==> config.mk <==
export PLATFORM = sky130hd
export DESIGN_NAME = multi_channel_handshake_rx
export DESIGN_NICKNAME = d
export VERILOG_FILES = /design/src/rtl/multi_channel_handshake_rx.sv
export SDC_FILE = /design/constraint.sdc
export NUM_CORES = 1
export LEC_CHECK = 0
export ABC_AREA = 1
export BUFFER_PORTS_ARGS = -buffer_cell sky130_fd_sc_hd__buf_2
export CORE_MARGIN = 2
export CORE_UTILIZATION = 47
export DETAILED_ROUTE_END_ITERATION = 6
export GPL_TIMING_DRIVEN = 0
export PLACE_DENSITY = 0.82
export SLEW_MARGIN = 20
export SYNTH_ARGS = -nofsm -noshare
export SYNTH_HDL_FRONTEND = slang
export SYNTH_SLANG_ARGS = --single-unit
==> constraint.sdc <==
create_clock -name clk -period 1.57 [get_ports clk]
set_clock_uncertainty 0.05 [all_clocks]
set_input_delay 0.157 -clock clk [delete_from_list [all_inputs] [get_ports clk]]
set_output_delay 0.157 -clock clk [all_outputs]
set_load 0.1 [all_outputs]
==> src/rtl/multi_channel_handshake_rx.sv <==
// multi_channel_handshake_rx: NUM_CH-way 4-phase req/ack receiver with
// round-robin grant, one-entry valid/ready output register, release
// timeout and completed-transfer counter.
//
// Ports:
//   clk, rst     clock, synchronous active-high reset
//   req          per-channel request
//   data_in      channel i word at [i*DATA_W +: DATA_W]
//   ack          per-channel acknowledge (one-hot or zero)
//   ready        per-channel "may request" (all bits equal)
//   out_data     captured word
//   out_ch       source channel of out_data
//   out_valid    out_data/out_ch valid
//   out_ready    consumer accept
//   timeout_err  one-cycle pulse when a release times out
//   err_ch       channel of the last timeout
//   xfer_count   completed handshakes (wraps)
module multi_channel_handshake_rx #(
    parameter int DATA_W  = 8,
    parameter int NUM_CH  = 4,
    parameter int TIMEOUT = 16
) (
    input  logic                      clk,
    input  logic                      rst,
    input  logic [NUM_CH-1:0]         req,
    input  logic [NUM_CH*DATA_W-1:0]  data_in,
    output logic [NUM_CH-1:0]         ack,
    output logic [NUM_CH-1:0]         ready,
    output logic [DATA_W-1:0]         out_data,
    output logic [$clog2(NUM_CH)-1:0] out_ch,
    output logic                      out_valid,
    input  logic                      out_ready,
    output logic                      timeout_err,
    output logic [$clog2(NUM_CH)-1:0] err_ch,
    output logic [15:0]               xfer_count
);

    localparam int CW    = $clog2(NUM_CH);
    localparam int CNT_W = (TIMEOUT > 1) ? $clog2(TIMEOUT) : 1;
    localparam logic [CNT_W-1:0] CNT_LAST =
        CNT_W'((TIMEOUT > 0) ? TIMEOUT - 1 : 0);
    localparam bit TO_EN = (TIMEOUT != 0);

    typedef enum logic [1:0] {
        IDLE  = 2'd0,
        ACK   = 2'd1,
        DRAIN = 2'd2
    } state_t;

    state_t            state;
    logic [CW-1:0]     g;
    logic [CW-1:0]     last_grant;
    logic [CNT_W-1:0]  cnt;

    logic              space;
    logic              found;
    logic [CW-1:0]     win;
    int                idx;
    logic [CW-1:0]     idx_c;

    assign space = !out_valid || out_ready;
    assign ready = {NUM_CH{(state == IDLE) && space}};

    // Scan from the channel after last_grant, wrapping; the first
    // requester found wins.
    always_comb begin
        found = 1'b0;
        win   = '0;
        idx   = 0;
        idx_c = '0;
        for (int k = 1; k <= NUM_CH; k++) begin
            idx = int'(last_grant) + k;
            if (idx >= NUM_CH) idx = idx - NUM_CH;
            idx_c = idx[CW-1:0];
            if (!found && req[idx_c]) begin
                found = 1'b1;
                win   = idx_c;
            end
        end
    end

    always_ff @(posedge clk) begin
        if (rst) begin
            state       <= IDLE;
            g           <= '0;
            last_grant  <= CW'(NUM_CH - 1);
            cnt         <= '0;
            ack         <= '0;
            out_data    <= '0;
            out_ch      <= '0;
            out_valid   <= 1'b0;
            timeout_err <= 1'b0;
            err_ch      <= '0;
            xfer_count  <= '0;
        end else begin
            timeout_err <= 1'b0;
            // A grant below overrides this clear in the same cycle.
            if (out_valid && out_ready) out_valid <= 1'b0;
            unique case (state)
                IDLE: begin
                    if (found && space) begin
                        g         <= win;
                        out_data  <= data_in[int'(win)*DATA_W +: DATA_W];
                        out_ch    <= win;
                        out_valid <= 1'b1;
                        ack       <= {{(NUM_CH-1){1'b0}}, 1'b1} << win;
                        cnt       <= '0;
                        state     <= ACK;
                    end
                end
                ACK: begin
                    if (!req[g]) begin
                        ack        <= '0;
                        xfer_count <= xfer_count + 16'd1;
                        last_grant <= g;
                        state      <= IDLE;
                    end else if (TO_EN && cnt == CNT_LAST) begin
                        ack         <= '0;
                        timeout_err <= 1'b1;
                        err_ch      <= g;
                        state       <= DRAIN;
                    end else begin
                        cnt <= cnt + 1'b1;
                    end
                end
                DRAIN: begin
                    if (!req[g]) begin
                        last_grant <= g;
                        state      <= IDLE;
                    end
                end
                default: state <= IDLE;
            endcase
        end
    end

endmodule

==> summary.json, run 1 <==
{
  "flow.area_growth_from_synthesis": {"value": 55.2, "unit": "%"},
  "drt_drc_violations_left": {"value": 0},
  "violations": {"value": "setup timing"},
  "crit_buf_inv": {"value": 4},
  "synthCells": {"value": 364},
  "hold_path.class": {"value": "primary input to flop"},
  "synth.yosys.warnings": {"value": 0},
  "synthFlopType": {"value": "sky130_fd_sc_hd__dfxtp_1"},
  "proportion_of_layout_cells_with_a_drive_suffix_above_1": {"value": 55.6, "unit": "%"},
  "synth_top_cells_by_area": {"value": "sky130_fd_sc_hd__dfxtp_1 33%, sky130_fd_sc_hd__nand2_1 11%, sky130_fd_sc_hd__nand3_1 5.8%"},
  "outcome": {"value": "complete, but fails checks"},
  "cp-start-kind": {"value": "flop"},
  "worst_setup_path_end_kind": {"value": "flop"},
  "finalNonFillerCells": {"value": 548},
  "drv_slew": {"value": 0},
  "yosysTopAreaCellShare": {"value": 32.7, "unit": "%"},
  "design.final.nets": {"value": 521},
  "clock_tree.htree_level_count": {"value": 2},
  "critical_path_peak_fanout": {"value": 8},
  "fin_ws": {"value": -0.379, "unit": "ns"},
  "ys_ff_latch": {"value": 42},
  "clkSlewWorstSetupHoldPaths": {"value": 0.09, "unit": "ns"},
  "grt_remaining_overflow": {"value": 0},
  "routed_wire_length_per_instance": {"value": 14.8, "unit": "µm"},
  "rel_slew_slack": {"value": 66.5, "unit": "%"},
  "timing.critical_path.max_delay_family": {"value": "simple AND/OR/NAND/NOR gates"},
  "worst-endpoint-required": {"value": 1.76, "unit": "ns"},
  "synth_nets": {"value": 408},
  "grt.total_usage": {"value": 25.4, "unit": "%"},
  "max_slew.worst_pin.slew": {"value": 0.503, "unit": "ns"},
  "routed_vias": {"value": 2943},
  "die-height": {"value": 78, "unit": "µm"},
  "initial_core_util": {"value": 49.4, "unit": "%"},
  "rsz_0062_raised_after_global_routing": {"value": "yes"},
  "cell_row_count": {"value": 26},
  "timing.final.crit_period": {"value": 1.95, "unit": "ns"},
  "max_cap_viol_count": {"value": 0},
  "fill_cells": {"value": 359},
  "root_buffer": {"value": "sky130_fd_sc_hd__clkbuf_8"},
  "gp_routability_congestion": {"value": 0.844},
  "first_global_vias": {"value": 2809},
  "slowest_stage": {"value": "sky130_fd_sc_hd__dfxtp_4"},
  "placeableCoreArea": {"value": 0.00520, "unit": "mm²"},
  "leading_area_contributor_after_synthesis": {"value": "sky130_fd_sc_hd__dfxtp_1"},
  "initial_antenna_violation_count": {"value": 0},
  "dr.first_iter.drc_count": {"value": 150},
  "slowest_delay": {"value": 0.44, "unit": "ns"},
  "timing.critical_path.cells": {"value": "inv_8 > nand2_4 > nand2_2 > nand2_2 > nand2_2 > nor2_4 > buf_6 > nand3_4 > buf_6 > nand3_4 > buf_6 > nand4_1 > nand3_1 > nor2_1 > nor2_1"},
  "postSynth.asyncResetShare": {"value": 0, "unit": "%"},
  "synth_common_cells": {"value": "72 x sky130_fd_sc_hd__nand2_1, 42 x sky130_fd_sc_hd__dfxtp_1, 35 x sky130_fd_sc_hd__nor2_1, 33 x sky130_fd_sc_hd__inv_1, 30 x sky130_fd_sc_hd__nand3_1"},
  "number_of_iterations_in_the_first_detailed_routing_pass": {"value": 4},
  "synth-seq-area-share": {"value": 32.7, "unit": "%"},
  "grt_max_degree": {"value": 15},
  "max_freq": {"value": 0.513, "unit": "GHz"},
  "grt_first_pass_wirelength": {"value": 12500, "unit": "µm"},
  "fin_util": {"value": 76.8, "unit": "%"},
  "antenna-diode-count": {"value": 0},
  "hold_viol_final": {"value": 0},
  "route.detailed.vias_per_inst": {"value": 5.37},
  "placed_cells_incl_taps": {"value": 510},
  "io_pins": {"value": 77},
  "route.antenna.remaining_nets": {"value": 0},
  "chipWidth": {"value": 78, "unit": "µm"},
  "fp.dieArea": {"value": 0.00608, "unit": "mm²"},
  "sinks_on_the_clock_net": {"value": 42},
  "timing.setup.critical_path_class": {"value": "flop to flop"},
  "clock_insertion_delay_worst_skew": {"value": 0.30, "unit": "ns"},
  "worstPathArrival": {"value": 2.14, "unit": "ns"},
  "placement.io_buffers": {"value": 76},
  "place_hpwl": {"value": 5010, "unit": "µm"},
  "yosys.cell_count.top_type": {"value": "sky130_fd_sc_hd__nand2_1"},
  "routed_wl": {"value": 8110, "unit": "µm"},
  "cts_tree": {"value": "done"},
  "setup_viol": {"value": 30},
  "cts-buffers-inserted": {"value": 5},
  "min_period_over_period": {"value": 124, "unit": "%"},
  "synth.distinct_cells": {"value": 37},
  "cts_max_path_buffers": {"value": 2},
  "edff_count_synth": {"value": 0},
  "synth.cell_area": {"value": 0.00257, "unit": "mm²"},
  "post_synth.cell_area_avg": {"value": 7.07, "unit": "µm²"}
}
[cells in the final DEF, fill, tap and decap left out, types with 15 or more instances in the layout]
cell                      count
sky130_fd_sc_hd__buf_2       73
sky130_fd_sc_hd__buf_4       23
sky130_fd_sc_hd__buf_6       16
sky130_fd_sc_hd__dfxtp_1     23
sky130_fd_sc_hd__inv_1       26
sky130_fd_sc_hd__nand2_1     47
sky130_fd_sc_hd__nand2_2     24
sky130_fd_sc_hd__nand2_4     20
sky130_fd_sc_hd__nand3_1     20
sky130_fd_sc_hd__nand3_2     15
sky130_fd_sc_hd__nor2_1      24
sky130_fd_sc_hd__nor2_4      15
[stage by stage]
| step | setup slack, ns | instance area, µm² | hold slack, ns | TNS (ns) |
|---|---|---|---|---|
| floorplan | -0.246 | 2710 | 0.176 | -4.82 |
| global placement | -0.343 | 3170 | 0.331 | -4.77 |
| detailed placement | -0.412 | 3170 | 0.346 | -6.10 |
| CTS | -0.334 | 3770 | 0.0217 | -5.24 |
| global route | -0.459 | 4000 | 0.0393 | -9.23 |
| finish | -0.379 | 4000 | 0.0324 | -6.41 |
[area by class of cell]
| class | instances | area (µm²) | area share, % |
|---|---|---|---|
| Clock inverter | 3 | 20.0 | 0.501 |
| Inverter | 41 | 179 | 4.48 |
| Buffer | 13 | 118 | 2.94 |
| Sequential cell | 42 | 892 | 22.3 |
| Timing Repair Buffer | 108 | 739 | 18.5 |
| Clock buffer | 5 | 68.8 | 1.72 |
| Tap cell | 70 | 87.6 | 2.19 |
| Multi-Input combinational cell | 266 | 1890 | 47.3 |
[registers in the layout, indices dropped and copies added, names as in the netlist]
| signal | flops |
|---|---|
| xfer_count | 16 |
| out_data | 8 |
| ack | 4 |
| cnt | 4 |
| err_ch | 2 |
| g | 2 |
| last_grant | 2 |
| state | 2 |
| out_valid | 1 |
| timeout_err | 1 |
[layer usage]
layer  global-route usage, %  vias to the layer above  wire length (µm)
met1                    28.7                     1381              3100
li1                        -                     1417                 -
met3                    3.84                       25               375
met2                    48.0                      120              4430
met4                    8.95                        0               212
met5                       0                        -                 0
[cell families after synthesis]
kind of cell             Yosys count  synth area share (%)
AO/OA/AOI/OAI                     48                  10.2
XOR/XNOR                           5                  1.70
adder cells (fa/ha/maj)            5                  2.43
buffers and inverters             56                  10.5
flip-flops                        42                  32.7
AND/OR/NAND/NOR                  208                  42.5
[worst paths after layout]
path	from	endpoint	slack, ns	cells after the start
worst max-delay path	last_grant[0]	out_data[2]	-0.38	15
worst min-delay path	rst	xfer_count[2]	0.03	2
worst max register to register	last_grant[0]	out_data[2]	-0.38	15
worst min register to register	ack[0]	ack[0]	0.42	2
[timing repair]
action / 4_1_cts / 5_1_grt
gates resized for setup: 96 / 39
gates cloned: 3 / 0
pin swaps: 48 / 31
hold buffers: 0 / 0
setup buffers: 22 / 7
setup endpoints to repair: 33 / 35
[worst reg2reg max path, stage by stage, from the launching register on]
cell and delay [ns]:
sky130_fd_sc_hd__dfxtp_4 0.44, sky130_fd_sc_hd__inv_8 0.08, sky130_fd_sc_hd__nand2_4 0.06, sky130_fd_sc_hd__nand2_2 0.06, sky130_fd_sc_hd__nand2_2 0.07, sky130_fd_sc_hd__nand2_2 0.07
sky130_fd_sc_hd__nor2_4 0.15, sky130_fd_sc_hd__buf_6 0.12, sky130_fd_sc_hd__nand3_4 0.07, sky130_fd_sc_hd__buf_6 0.13, sky130_fd_sc_hd__nand3_4 0.11, sky130_fd_sc_hd__buf_6 0.14
sky130_fd_sc_hd__nand4_1 0.11, sky130_fd_sc_hd__nand3_1 0.11, sky130_fd_sc_hd__nor2_1 0.05, sky130_fd_sc_hd__nor2_1 0.07
Power of run 1 is left out: the tool's default activity adds up to more than one toggle a clock period on the data nets, which glitch-free logic cannot reach.
==> inputs of run 2 (changes only) <==
Settings changed: CORE_UTILIZATION 47 to 52, PLACE_DENSITY 0.82 to 0.85, SKIP_CTS_REPAIR_TIMING from default to 1.
Clock period 1.57 ns to 1.8 ns, I/O delays scaled along.
==> run 2 against run 1 <==
Effect of this change: the run still ends with setup timing left; routed wire length fell by 12%; non-clock buffer count fell by 24; register-to-register slack improved by 0.25 ns; first-iteration DRC count fell by 23%; final cell count fell by 4.7%; clock-buffer cell count rose by 3; worst setup slack improved by 0.25 ns; sequential share of layout area rose by 2.3 points; core utilization fell by 1.6 points.
==> summary.json, run 2 (same netlist as run 1, synthesis figures left out) <==
{
  "post-place-ws": {"value": -0.178, "unit": "ns", "change": "+0.234 ns"},
  "max_slew.worst_pin.slew": {"value": 0.526, "unit": "ns", "change": "+0.0225 ns"},
  "routed_wire_length_per_instance": {"value": 13.7, "unit": "µm", "change": "-7.6%"},
  "drv_slew": {"value": 0, "change": "unchanged"},
  "grt_remaining_overflow": {"value": 0, "change": "unchanged"},
  "sinks_on_the_clock_net": {"value": 42, "change": "unchanged"},
  "largest_registers": {"value": "xfer_count (16), out_data (8)"},
  "largest_register_ff_count": {"value": 16, "change": "unchanged"},
  "largest_register": {"value": "xfer_count"},
  "worstPathArrival": {"value": 2.07, "unit": "ns", "change": "-0.07 ns"},
  "cts-buffers-inserted": {"value": 5, "change": "unchanged"},
  "cts_tree": {"value": "done"},
  "cell_row_count": {"value": 25, "change": "-3.8%"},
  "clock_insertion_delay_worst_skew": {"value": 0.30, "unit": "ns", "change": "about the same"},
  "place_area": {"value": 0.00313, "unit": "mm²", "change": "-1.5%"},
  "cp-start-kind": {"value": "flop"},
  "layout.cells.most_common": {"value": "sky130_fd_sc_hd__buf_2"},
  "proportion_of_layout_cells_with_a_drive_suffix_above_1": {"value": 47.9, "unit": "%", "change": "-7.7 points"},
  "antenna-diode-count": {"value": 0, "change": "unchanged"},
  "min_period_over_period": {"value": 107, "unit": "%", "change": "-17 points"},
  "clock_tree.htree_level_count": {"value": 2, "change": "unchanged"},
  "timing.setup.critical_path_class": {"value": "flop to flop"},
  "violations": {"value": "setup timing"},
  "rsz_0062_raised_after_global_routing": {"value": "yes"},
  "design.final.nets": {"value": 498, "change": "-4.4%"},
  "flow.area_growth_from_synthesis": {"value": 38.9, "unit": "%"},
  "first_global_vias": {"value": 2438, "change": "-13%"},
  "dr.first_iter.drc_count": {"value": 116, "change": "-23%"},
  "critical_path_peak_fanout": {"value": 8, "change": "unchanged"},
  "outcome": {"value": "complete, but fails checks"},
  "routed_wl": {"value": 7130, "unit": "µm", "change": "-12%"},
  "io_pins": {"value": 77, "change": "unchanged"},
  "route.detailed.vias_per_inst": {"value": 5.35, "change": "-0.41%"},
  "mostFrequentLayoutCells": {"value": "72 x sky130_fd_sc_hd__buf_2, 58 x sky130_fd_sc_hd__nand2_1, 29 x sky130_fd_sc_hd__inv_1, 28 x sky130_fd_sc_hd__nor2_1, 25 x sky130_fd_sc_hd__dfxtp_1"},
  "number_of_iterations_in_the_first_detailed_routing_pass": {"value": 4, "change": "unchanged"},
  "worst_setup_path_end_kind": {"value": "flop"},
  "place_hpwl": {"value": 4900, "unit": "µm", "change": "-2.1%"},
  "stdcell_area": {"value": 0.00357, "unit": "mm²", "change": "-11%"},
  "fin_ws": {"value": -0.129, "unit": "ns", "change": "+0.249 ns"},
  "setup_tns": {"value": -1.33, "unit": "ns", "change": "+5.08 ns"},
  "worst-endpoint-required": {"value": 1.95, "unit": "ns", "change": "+0.19 ns"},
  "hold_viol_final": {"value": 0, "change": "unchanged"},
  "die-height": {"value": 74.4, "unit": "µm", "change": "-4.7%"},
  "max_cap_viol_count": {"value": 0, "change": "unchanged"},
  "cts_max_path_buffers": {"value": 2, "change": "unchanged"},
  "grt_first_pass_wirelength": {"value": 10500, "unit": "µm", "change": "-16%"},
  "chipWidth": {"value": 74.4, "unit": "µm", "change": "-4.7%"},
  "setup_viol": {"value": 18, "change": "-40%"},
  "fp.dieArea": {"value": 0.00553, "unit": "mm²", "change": "-9.1%"},
  "placeableCoreArea": {"value": 0.00475, "unit": "mm²", "change": "-8.7%"},
  "route.antenna.remaining_nets": {"value": 0, "change": "unchanged"},
  "drt_drc_violations_left": {"value": 0, "change": "unchanged"},
  "hold_path.class": {"value": "primary input to flop"},
  "max_freq": {"value": 0.518, "unit": "GHz", "change": "+1.0%"},
  "grt_max_degree": {"value": 14, "change": "-1"},
  "initial_core_util": {"value": 54.1, "unit": "%", "change": "+4.7 points"},
  "clkSlewWorstSetupHoldPaths": {"value": 0.08, "unit": "ns", "change": "about the same"},
  "root_buffer": {"value": "sky130_fd_sc_hd__clkbuf_8"},
  "grt.total_usage": {"value": 24.2, "unit": "%", "change": "-1.2 points"},
  "rel_slew_slack": {"value": 65.0, "unit": "%", "change": "-1.5 points"},
  "routed_vias": {"value": 2792, "change": "-5.1%"},
  "timing.final.crit_period": {"value": 1.93, "unit": "ns", "change": "-0.0193 ns"},
  "initial_antenna_violation_count": {"value": 0, "change": "unchanged"},
  "gp_routability_congestion": {"value": 0.871, "change": "+3.2%"},
  "placement.io_buffers": {"value": 76, "change": "unchanged"}
}
[run 2: cell types whose count changed in the layout (fill, tap and decap cells not counted), moves of 4 or more]
| cell | previous run | this run |
|---|---|---|
| sky130_fd_sc_hd__nand2_1 | 47 | 58 |
| sky130_fd_sc_hd__nand2_4 | 20 | 13 |
| sky130_fd_sc_hd__dfxtp_4 | 11 | 7 |
| sky130_fd_sc_hd__nor2_1 | 24 | 28 |
| sky130_fd_sc_hd__buf_4 | 23 | 10 |
| sky130_fd_sc_hd__buf_6 | 16 | 7 |
| sky130_fd_sc_hd__nor2_4 | 15 | 8 |
| sky130_fd_sc_hd__inv_4 | 6 | 2 |
| sky130_fd_sc_hd__buf_12 | 4 | 0 |
[run 2: per-layer routing]
layer	global-route usage (%)	part of all wire, %	up-vias
met3	5.15	5.1	10
met4	5.95	1.2	0
met5	0	0	-
li1	-	-	1365
met2	43.9	53	91
met1	29.3	41	1326
[run 2: critical path: stages (launching register included)]
cell and delay (ns):
sky130_fd_sc_hd__dfxtp_2 0.36, sky130_fd_sc_hd__buf_8 0.15, sky130_fd_sc_hd__inv_8 0.06, sky130_fd_sc_hd__nand2_2 0.08, sky130_fd_sc_hd__nand2_4 0.06, sky130_fd_sc_hd__nand2_4 0.09, sky130_fd_sc_hd__nand2_4 0.06, sky130_fd_sc_hd__nor2_4 0.14
sky130_fd_sc_hd__nand3_4 0.13, sky130_fd_sc_hd__nand2_8 0.12, sky130_fd_sc_hd__nand2_8 0.08, sky130_fd_sc_hd__buf_8 0.14, sky130_fd_sc_hd__nand3_2 0.06, sky130_fd_sc_hd__nand3_2 0.09, sky130_fd_sc_hd__nor2_2 0.11, sky130_fd_sc_hd__nor2_1 0.04
[run 2: through the flow]
step                util (%)  cells  hold slack (ns)
floorplan                  -    364            0.199
global placement        65.7    507            0.355
detailed placement      65.7    507            0.354
CTS                     68.1    515           0.0440
global route            75.2    522           0.0378
finish                  75.2    522           0.0489
[run 2: final cells by class]
type,instances,area (µm²)
plain buffers,15,139
repair buffers,82,464
flip-flops and latches,42,880
multi-input cells,267,1730
clock buffers,8,111
well taps,67,83.8
inverters,41,166
fillers,341,1180
[run 2: final timing paths]
path                               startpoint             to  slack, ns  cells after the start
worst min-delay path                      rst  xfer_count[2]       0.05                      2
worst max-delay path            last_grant[0]    out_data[5]      -0.13                     15
worst min register to register         ack[0]         ack[0]       0.41                      2
worst max register to register  last_grant[0]    out_data[5]      -0.13                     15
Power of run 2 is left out for the same reason.
==> inputs of run 3 (changes only) <==
Settings changed: CORE_UTILIZATION 52 to 53, CTS_BUF_LIST from default to sky130_fd_sc_hd__clkbuf_8, PLACE_DENSITY 0.85 to 0.82.
==> run 3 against run 2 <==
Effect of this change: the flow still finishes with violations (setup timing); critical path depth is the same; final cell count shrank 1.1%; sequential share of layout area shrank 0.39 points; core utilization grew 2.2 points; sequential cell count is the same; global-route usage shrank 0.88 points; final area grew 1.6%; clock-buffer cell count shrank 3; routed wire length shrank 0.21%; first-iteration DRC count grew 44%; hold slack lost 0.0020 ns; die area shrank 1.8%; critical path type unchanged; highest routed layer unchanged.
==> summary.json, run 3 (same netlist as run 1, synthesis figures left out) <==
{
  "layout.cells.most_common": {"value": "sky130_fd_sc_hd__buf_2"},
  "grt_max_degree": {"value": 15, "change": "+1"},
  "slowest_delay": {"value": 0.34, "unit": "ns", "change": "-0.02 ns"},
  "violations": {"value": "setup timing"},
  "chipWidth": {"value": 73.7, "unit": "µm", "change": "-0.89%"},
  "r2r.worst_path.cells": {"value": 15, "change": "unchanged"},
  "rsz_0062_raised_after_global_routing": {"value": "yes"},
  "flow.area_growth_from_synthesis": {"value": 41.1, "unit": "%"},
  "mostFrequentLayoutCells": {"value": "73 x sky130_fd_sc_hd__buf_2, 56 x sky130_fd_sc_hd__nand2_1, 27 x sky130_fd_sc_hd__inv_1, 27 x sky130_fd_sc_hd__nor2_1, 25 x sky130_fd_sc_hd__dfxtp_1"},
  "sinks_on_the_clock_net": {"value": 42, "change": "unchanged"},
  "route.detailed.vias_per_inst": {"value": 5.42, "change": "+1.4%"},
  "initial_antenna_violation_count": {"value": 0, "change": "unchanged"},
  "cts_max_path_buffers": {"value": 2, "change": "unchanged"},
  "cts-buffers-inserted": {"value": 5, "change": "unchanged"},
  "largest_registers": {"value": "xfer_count (16), out_data (8)"},
  "min_period_over_period": {"value": 110, "unit": "%", "change": "+2.5 points"},
  "max_freq": {"value": 0.507, "unit": "GHz", "change": "-2.3%"},
  "worstPathArrival": {"value": 2.12, "unit": "ns", "change": "+0.05 ns"},
  "drv_slew": {"value": 0, "change": "unchanged"},
  "holdWs": {"value": 0.0469, "unit": "ns", "change": "-0.00201 ns"},
  "placed_cells_incl_taps": {"value": 494, "change": "-2.6%"},
  "worst_setup_path_end_kind": {"value": "flop"},
  "grt_first_pass_wirelength": {"value": 10200, "unit": "µm", "change": "-3.0%"},
  "timing.final.crit_period": {"value": 1.97, "unit": "ns", "change": "+0.0446 ns"},
  "worstHoldPathCells": {"value": 2, "change": "unchanged"},
  "first_global_vias": {"value": 2482, "change": "+1.8%"},
  "cell_row_count": {"value": 25, "change": "unchanged"},
  "placeableCoreArea": {"value": 0.00469, "unit": "mm²", "change": "-1.3%"},
  "worst-endpoint-required": {"value": 1.95, "unit": "ns", "change": "about the same"},
  "proportion_of_layout_cells_with_a_drive_suffix_above_1": {"value": 50.6, "unit": "%", "change": "+2.7 points"},
  "reg2reg_from": {"value": "last_grant[0]"},
  "place_hpwl": {"value": 4760, "unit": "µm", "change": "-3.0%"},
  "finalNonFillerCells": {"value": 516, "change": "-1.1%"},
  "antenna-diode-count": {"value": 0, "change": "unchanged"},
  "max_slew.worst_pin.slew": {"value": 0.514, "unit": "ns", "change": "-0.0115 ns"},
  "timing.setup.critical_path_class": {"value": "flop to flop"},
  "cts_tree": {"value": "done"},
  "largest_register_ff_count": {"value": 16, "change": "unchanged"},
  "timing.rr.end": {"value": "out_data[2]"},
  "dr.first_iter.drc_count": {"value": 167, "change": "+44%"},
  "timing.critical_path.cells": {"value": "buf_8 > clkinv_8 > nand2_2 > nand2_2 > nand2_2 > nand2_2 > nor2_4 > nand3_4 > nand2_8 > buf_4 > nand2_4 > nand3_2 > nand3_1 > nor2_1 > nor2_1"},
  "die-height": {"value": 73.7, "unit": "µm", "change": "-0.89%"},
  "number_of_iterations_in_the_first_detailed_routing_pass": {"value": 4, "change": "unchanged"},
  "slowest_stage": {"value": "sky130_fd_sc_hd__dfxtp_2"},
  "drt_drc_violations_left": {"value": 0, "change": "unchanged"},
  "gp_routability_congestion": {"value": 0.910, "change": "+4.5%"},
  "critical_path_peak_fanout": {"value": 8, "change": "unchanged"},
  "fp.dieArea": {"value": 0.00543, "unit": "mm²", "change": "-1.8%"},
  "min_delay_worst_endpoint": {"value": "xfer_count[2]"},
  "grt.total_usage": {"value": 23.4, "unit": "%", "change": "-0.88 points"},
  "grt_remaining_overflow": {"value": 0, "change": "unchanged"},
  "hold_viol_final": {"value": 0, "change": "unchanged"},
  "rel_slew_slack": {"value": 65.7, "unit": "%", "change": "+0.77 points"},
  "reg2reg_slack": {"value": -0.17, "unit": "ns", "change": "-0.04 ns"},
  "clock_tree.htree_level_count": {"value": 2, "change": "unchanged"},
  "route.antenna.remaining_nets": {"value": 0, "change": "unchanged"},
  "root_buffer": {"value": "sky130_fd_sc_hd__clkbuf_8"},
  "path_common_cell": {"value": "sky130_fd_sc_hd__nand2_2"},
  "setup_viol": {"value": 18, "change": "unchanged"},
  "largest_register": {"value": "xfer_count"},
  "outcome": {"value": "complete, but fails checks"},
  "hold_path.class": {"value": "primary input to flop"},
  "clkSlewWorstSetupHoldPaths": {"value": 0.09, "unit": "ns", "change": "about the same"},
  "clock_insertion_delay_worst_skew": {"value": 0.30, "unit": "ns", "change": "about the same"},
  "worst_hold_startpoint": {"value": "rst"},
  "fin_ws": {"value": -0.174, "unit": "ns", "change": "-0.0446 ns"},
  "placement.io_buffers": {"value": 76, "change": "unchanged"},
  "cp-start-kind": {"value": "flop"},
  "max_cap_viol_count": {"value": 0, "change": "unchanged"},
  "io_pins": {"value": 77, "change": "unchanged"},
  "routed_vias": {"value": 2799, "change": "+0.25%"},
  "initial_core_util": {"value": 54.9, "unit": "%", "change": "+0.72 points"},
  "routed_wl": {"value": 7120, "unit": "µm", "change": "-0.21%"},
  "routed_wire_length_per_instance": {"value": 13.8, "unit": "µm", "change": "+0.95%"},
  "design.final.nets": {"value": 505, "change": "+1.4%"}
}
==> run 3: changes by cell type in the layout (fill, tap and decap cells not counted), sizes merged <==
cell,change
inv,-1
clkinvlp,+1
clkinv,+3
buf,+6
clkbuf,-2
==> run 3: worst max-delay path by stage <==
stage                     endpoint  slack, ns  depth (start not counted)          start
floorplan           xfer_count[11]      -0.02                         11           g[1]
global placement       out_data[3]      -0.12                         15  last_grant[0]
detailed placement     out_data[3]      -0.16                         15  last_grant[1]
CTS                    out_data[7]      -0.17                         15  last_grant[1]
global route           out_data[2]      -0.28                         15  last_grant[0]
finish                 out_data[2]      -0.17                         15  last_grant[0]
==> run 3: worst max-delay path, delay by kind of cell, from the launching register on <==
kind / cells / cell delay, ns
and+or+nand+nor: 12 / 1.13
DFF: 1 / 0.34
buffers and inverters: 3 / 0.36
==> run 3: cell type report <==
type	count	area [µm²]
clock buffers	5	68.8
plain buffers	15	139
inverters	41	171
fillers	326	1060
well taps	54	67.6
repair buffers	89	507
flip-flops and latches	42	880
clock inverters	3	21.3
multi-input cells	267	1780
==> run 3: metrics by stage <==
stage	worst slack, ns	cell area, µm²	utilization [%]	TNS (ns)
global route	-0.282	3630	77.4	-3.94
global placement	-0.123	3110	66.3	-0.597
floorplan	-0.0155	2660	-	-0.0437
CTS	-0.174	3200	68.2	-1.18
detailed placement	-0.157	3110	66.3	-0.874
finish	-0.174	3630	77.4	-1.56
==> run 3: metal layers <==
metal	part of all wire, %	global-route usage (%)	up-vias
met5	0	0	-
met1	41	28.6	1296
met4	2.0	6.26	0
li1	-	-	1383
met2	52	41.4	101
met3	5.4	4.66	19
Power of run 3 is left out for the same reason.
